==> src/rtl/spdr_push_arb_if.sv <==
// Requester-side and FIFO write-side signals of the spdr_push_arb arbiter.
// The arbiter uses the master modport. The requesters and the FIFO use the slave modport.
interface spdr_push_arb_if #(
    parameter int DW = 8
);
    logic [3:0]      req;
    logic [4*DW-1:0] req_data;
    logic [3:0]      req_last;
    logic [3:0]      req_ack;
    logic [3:0]      gnt;
    logic [DW-1:0]   fifo_din;
    logic            fifo_push;
    logic            fifo_full;
    logic            burst_err;

    modport master (
        input  req, req_data, req_last, fifo_full,
        output req_ack, gnt, fifo_din, fifo_push, burst_err
    );

    modport slave (
        output req, req_data, req_last, fifo_full,
        input  req_ack, gnt, fifo_din, fifo_push, burst_err
    );
endinterface

==> src/rtl/spdr_push_arb.sv <==
// Four-way round-robin arbiter that pushes requester beats into a FIFO.
// Define SPDR_ARB_PKT_LOCK_EN to keep the grant for a whole packet, ending on req_last or after MAX_BURST beats.
module spdr_push_arb #(
    parameter int DW        = 8,
    parameter int MAX_BURST = 16
) (
    input  logic              clk_in,
    input  logic              rst_in,
    spdr_push_arb_if.master   bus
);
    localparam logic [0:0] ST_IDLE = 1'b0;
    localparam logic [0:0] ST_OWN  = 1'b1;

    logic [0:0] state;
    logic [3:0] gnt_q;
    logic [1:0] last_winner;
    logic [1:0] own_idx;
    logic       own_req;
    logic       own_last;
    logic       transfer;
    logic       release_pt;
    logic       burst_hit;
    logic       pick_valid;
    logic [1:0] pick_idx;

    always_comb begin
        own_idx = 2'd0;
        case (gnt_q)
            4'b0010: own_idx = 2'd1;
            4'b0100: own_idx = 2'd2;
            4'b1000: own_idx = 2'd3;
            default: own_idx = 2'd0;
        endcase
    end

    assign own_req  = bus.req[own_idx];
    assign own_last = bus.req_last[own_idx];
    assign transfer = (state == ST_OWN) & own_req & ~bus.fifo_full & ~rst_in;

    // last_winner always equals the current owner while in OWN, so a single
    // search starting after it serves both the idle grant and the re-arbitration
    // (the owner naturally falls to lowest priority).
    always_comb begin
        logic [1:0] cand;
        pick_valid = 1'b0;
        pick_idx   = 2'd0;
        cand       = 2'd0;
        for (int k = 0; k < 4; k++) begin
            cand = last_winner + 2'd1 + 2'(k);
            if (!pick_valid && bus.req[cand]) begin
                pick_valid = 1'b1;
                pick_idx   = cand;
            end
        end
    end

`ifdef SPDR_ARB_PKT_LOCK_EN
    logic [7:0] beat_cnt;
    logic       locked;
    logic       burst_err_q;

    assign burst_hit  = transfer & ~own_last &
                        ((9'({1'b0, beat_cnt}) + 9'd1) == 9'(MAX_BURST));
    assign release_pt = (state == ST_OWN) &
                        ((transfer & (own_last | burst_hit)) | (~locked & ~own_req));
    assign bus.burst_err = burst_err_q;
`else
    assign burst_hit     = 1'b0;
    assign release_pt    = (state == ST_OWN) & (transfer | ~own_req);
    assign bus.burst_err = 1'b0;
`endif

    assign bus.gnt       = gnt_q;
    assign bus.fifo_push = transfer;
    assign bus.req_ack   = gnt_q & {4{transfer}};
    assign bus.fifo_din  = bus.req_data[own_idx*DW +: DW];

    // Grant FSM: the new winner is latched on the edge that ends a release cycle.
    always_ff @(posedge clk_in) begin
        if (rst_in) begin
            state       <= ST_IDLE;
            gnt_q       <= 4'b0000;
            last_winner <= 2'd3;
        end else begin
            case (state)
                ST_IDLE: begin
                    if (pick_valid) begin
                        state       <= ST_OWN;
                        gnt_q       <= 4'(4'b0001 << pick_idx);
                        last_winner <= pick_idx;
                    end
                end
                default: begin
                    if (release_pt) begin
                        if (pick_valid) begin
                            gnt_q       <= 4'(4'b0001 << pick_idx);
                            last_winner <= pick_idx;
                        end else begin
                            state <= ST_IDLE;
                            gnt_q <= 4'b0000;
                        end
                    end
                end
            endcase
        end
    end

`ifdef SPDR_ARB_PKT_LOCK_EN
    // Packet lock tracking: the counter only runs while a multi-beat packet owns the FIFO.
    always_ff @(posedge clk_in) begin
        if (rst_in) begin
            beat_cnt    <= 8'd0;
            locked      <= 1'b0;
            burst_err_q <= 1'b0;
        end else begin
            if (burst_hit)
                burst_err_q <= 1'b1;
            if (release_pt) begin
                beat_cnt <= 8'd0;
                locked   <= 1'b0;
            end else if (transfer) begin
                beat_cnt <= beat_cnt + 8'd1;
                locked   <= 1'b1;
            end
        end
    end
`endif
endmodule

==> src/flat_wrapper.sv <==
// flat-port wrapper written by rule: the top's interface ports become plain ports
module spdr_push_arb_flat 
#(
    parameter int DW        = 8,
    parameter int MAX_BURST = 16
)
  (clk_in, rst_in, bus_req, bus_req_data, bus_req_last, bus_fifo_full, bus_req_ack, bus_gnt, bus_fifo_din, bus_fifo_push, bus_burst_err);
  spdr_push_arb_if #(.DW(DW)) bus_i ();
  input  logic clk_in;
  input  logic rst_in;
  input wire logic [$bits(bus_i.req)-1:0] bus_req;
  input wire logic [$bits(bus_i.req_data)-1:0] bus_req_data;
  input wire logic [$bits(bus_i.req_last)-1:0] bus_req_last;
  input wire logic [$bits(bus_i.fifo_full)-1:0] bus_fifo_full;
  output wire logic [$bits(bus_i.req_ack)-1:0] bus_req_ack;
  output wire logic [$bits(bus_i.gnt)-1:0] bus_gnt;
  output wire logic [$bits(bus_i.fifo_din)-1:0] bus_fifo_din;
  output wire logic [$bits(bus_i.fifo_push)-1:0] bus_fifo_push;
  output wire logic [$bits(bus_i.burst_err)-1:0] bus_burst_err;
  assign bus_i.req = bus_req;
  assign bus_i.req_data = bus_req_data;
  assign bus_i.req_last = bus_req_last;
  assign bus_i.fifo_full = bus_fifo_full;
  assign bus_req_ack = bus_i.req_ack;
  assign bus_gnt = bus_i.gnt;
  assign bus_fifo_din = bus_i.fifo_din;
  assign bus_fifo_push = bus_i.fifo_push;
  assign bus_burst_err = bus_i.burst_err;
  spdr_push_arb #(.DW(DW), .MAX_BURST(MAX_BURST)) u_core (.clk_in(clk_in), .rst_in(rst_in), .bus(bus_i));
endmodule
==> config.mk <==
export PLATFORM = sky130hd
export DESIGN_NAME = spdr_push_arb_flat
export DESIGN_NICKNAME = d
export VERILOG_FILES = /design/src/rtl/spdr_push_arb_if.sv /design/src/rtl/spdr_push_arb.sv /design/src/flat_wrapper.sv
export SDC_FILE = /design/constraint.sdc
export NUM_CORES = 1
export LEC_CHECK = 0
export CAP_MARGIN = 0
export CORE_AREA = 2 2 39 41
export DETAILED_ROUTE_END_ITERATION = 10
export DIE_AREA = 0 0 41 43
export DONT_BUFFER_PORTS = 1
export PLACE_DENSITY = 0.72
export REMOVE_ABC_BUFFERS = 1
export SYNTH_ARGS = -nofsm -noshare
export SYNTH_HDL_FRONTEND = slang
export SYNTH_SLANG_ARGS = --single-unit
==> constraint.sdc <==
create_clock -name clk_in -period 2.7 [get_ports clk_in]
set_input_delay 0.27 -clock clk_in [delete_from_list [all_inputs] [get_ports clk_in]]
set_output_delay 0.27 -clock clk_in [all_outputs]
set_load 0.01 [all_outputs]
==> flow_metrics.py <==
metrics = {
    "detailed_routing": {
        "wl_per_cell_um": 15.8,
        "drt_first_pass_iters": 4,
        "vias": 598,
        "routed_via_density": 6.50,
        "ant_nets": 0,
        "wirelength_um": 1450,
        "drc_errors": 0,
        "drtIter0Drc": 18,
    },
    "sta": {
        "fin_tns_setup_ns": 0,
        "maxSlewHeadroom_pct": 59.5,
        "hold_violations": 0,
        "rsz0062_at_grt": "no",
        "fmax_mhz": 448,
        "finalClockSkew_ns": 0.00699,
        "timing.final.ws_setup_ns": 0.468,
        "min_period_over_period_pct": 82.7,
        "setup_viol_count_final": 0,
        "tightest_slew_ns": 0.604,
        "period_needed_ns": 2.23,
        "slew_violations": 0,
    },
    "logic_synthesis": {
        "yosys_register_bits": 7,
        "syn_area_per_cell_um2": 9.93,
        "synth_area_um2": 754,
        "synthCells": 76,
        "synth_top_family_by_area": "simple AND/OR/NAND/NOR gates",
        "yosys.area_share.simple_pct": 26.2,
        "synth_cell_type_count": 38,
        "synthArstFlopShare_pct": 0,
        "synth.area.mux_share_pct": 23.9,
        "synth-xor-area-share_pct": 3.48,
        "ys_warn_count": 0,
        "ys_seq_area_share_pct": 18.6,
        "synth_edf_count": 0,
        "synth_flop_cell": "dfxtp_1",
        "synth_compound_gate_area_share_pct": 21.2,
        "synth_fa_ha_area_share_pct": 0,
    },
    "placed_design": {
        "place.gp.congestion": 0.764,
        "dp_cells": 88,
        "dpl.hpwl_um": 1180,
        "post-place-ws_ns": 0.668,
        "port-buffer-count": 0,
        "placement.cell_area_um2": 747,
    },
    "worst_setup_path": {
        "worstPathRequired_ns": 2.43,
        "critPathTopFamily": "simple AND/OR/NAND/NOR gates",
        "slowest_delay_ns": 0.60,
        "arrival_ns": 1.96,
        "critPathSlowestCell": "dfxtp_1",
        "path_cells": "or4b_4 -> o311ai_4 -> a31oi_1 -> and3_1",
        "end_kind": "output pin",
        "worstPathMaxFanout": 10,
        "critPathKind": "flop to output pin",
        "critPathBufInv": 0,
        "crit_path_start_kind": "flop",
    },
    "clock_tree": {
        "clockRootBuffer": "clkbuf_4",
        "clock-sinks": 7,
        "cts_hold_buffers": 0,
        "cts_resized": 0,
        "numCtsBuffers": 3,
        "clock_path_buffers": 2,
        "post_cts_buffers": 0,
        "htree_levels": 1,
        "clk_pin_slew_ns": 0.05,
        "cts_tree": "yes",
        "clkLatencyLatePin_ns": 0.25,
    },
    "floorplan": {
        "core_um2": 1380,
        "fp.dieW_um": 41,
        "io_pins": 61,
        "rows": 14,
        "initial_core_util_pct": 54.5,
        "die_h_um": 43,
        "die_area_um2": 1760,
    },
    "power": {
        "p_leak_nw": 0.284,
        "power.density_nw_per_um2": 547,
        "peakVddDrop_mv": 0.392,
    },
    "run_status": {
        "status": "completed",
    },
    "job": {
        "maxCapViolations": 0,
    },
    "final_layout": {
        "fin_cells": 92,
        "antenna_cells": 0,
        "syn_to_final_growth_pct": 2.49,
        "nets": 120,
        "final_area_um2": 773,
        "fill_cells": 126,
        "drive_above_1_share_pct": 22.4,
    },
    "grt": {
        "grt_start_max_net_pins": 13,
        "gr-total-overflow": 0,
        "grt_usage_pct": 18.6,
        "grt_pass1_wl_um": 2230,
        "grt_pass1_vias": 503,
        "antenna_found_initial": 0,
    },
    "min_path": {
        "hold_class": "input port to flop",
    },
}
report_power, final:
group          internal [W]  switching, W
registers          0.000117     0.0000265
logic             0.0000962     0.0000904
clock network     0.0000563     0.0000373
cells in the mapped netlist (all sizes together) (2+ instances only):
library cell  n  area (µm²)
xor2          2        17.5
nand3b        2        15.0
inv           3        11.3
and3b         2        17.5
and3          4        25.0
o32ai         2        25.0
dfxtp         7         140
buf           4        31.3
mux4          8         180
nor2          7        26.3
o21ai         4        20.0
nand2b        7        43.8
a21oi         2        10.0
nand2         2        7.51
or2           2        15.0
kinds of logic after synthesis:
group	count (synthesis)
flops	7
mux	8
other cells	1
buf+inv	8
compound gates	17
xor+xnor	3
simple gates	32
through the flow:
step	hold WS, ns	total power [W]	utilization [%]
final	0.0828	0.000423	55.9
after global routing	0.0726	0.000456	55.9
after CTS	0.0759	0.000429	55.9
after detailed placement	0.346	0.000334	54.0
after global placement	0.345	0.000329	54.0
after floorplan	0.342	0.000310	-
registers in the layout, summed over array words and instances (netlist names):
name                count
u_core.state            1
u_core.last_winner      2
u_core.bus.gnt          4
layer usage:
metal	vias up	share of wire (%)	GRT usage, %
met2	40	46	24.4
li1	295	-	-
met5	-	0	0
met4	0	0	4.00
met3	0	12	9.42
met1	263	42	27.1
area by class of cell:
type	count	area (µm²)	area share, %
Clock buffer	4	26.3	3.40
Inverter	3	11.3	1.46
Multi-Input combinational cell	61	568	73.5
Sequential cell	7	140	18.1
Tap cell	16	20.0	2.59
Timing Repair Buffer	1	7.51	0.971
placed cells by master (no fill, tap or decap):
| cell type | count |
|---|---|
| conb_1 | 1 |
| nand2b_1 | 7 |
| o221ai_1 | 1 |
| and3_1 | 4 |
| mux4_2 | 8 |
| dfxtp_1 | 7 |
| a31oi_1 | 1 |
| clkbuf_1 | 1 |
| nor4_1 | 1 |
| nand4b_1 | 1 |
| o2bb2ai_1 | 1 |
| o22ai_1 | 1 |
| a211oi_1 | 1 |
| nand3b_1 | 2 |
| or4b_4 | 1 |
| o32ai_2 | 1 |
| buf_4 | 1 |
| a21oi_1 | 2 |
| xor2_1 | 2 |
| o21a_1 | 1 |
| a311oi_4 | 1 |
| o311ai_4 | 1 |
| nor3b_1 | 1 |
| o21ai_1 | 1 |
| inv_1 | 3 |
| xnor2_1 | 1 |
| or2_4 | 1 |
| or2_1 | 1 |
| and2_1 | 1 |
| nand2_1 | 2 |
| o211ai_1 | 1 |
| clkbuf_4 | 3 |
| o32ai_1 | 1 |
| and3b_1 | 2 |
| o21ai_0 | 3 |
| nor3_1 | 1 |
| nor2_1 | 7 |
final timing paths:
| path | slack, ns | cells past startpoint | to | startpoint |
|---|---|---|---|---|
| worst min-delay path | 0.08 | 1 | u_core.state | rst_in |
| worst max register to register | 0.67 | 5 | u_core.bus.gnt[3] | u_core.bus.gnt[3] |
| worst max-delay path | 0.47 | 4 | bus_req_ack[3] | u_core.bus.gnt[3] |
| worst min register to register | 0.55 | 2 | u_core.last_winner[1] | u_core.last_winner[1] |
(Power assumes the default switching activity.)
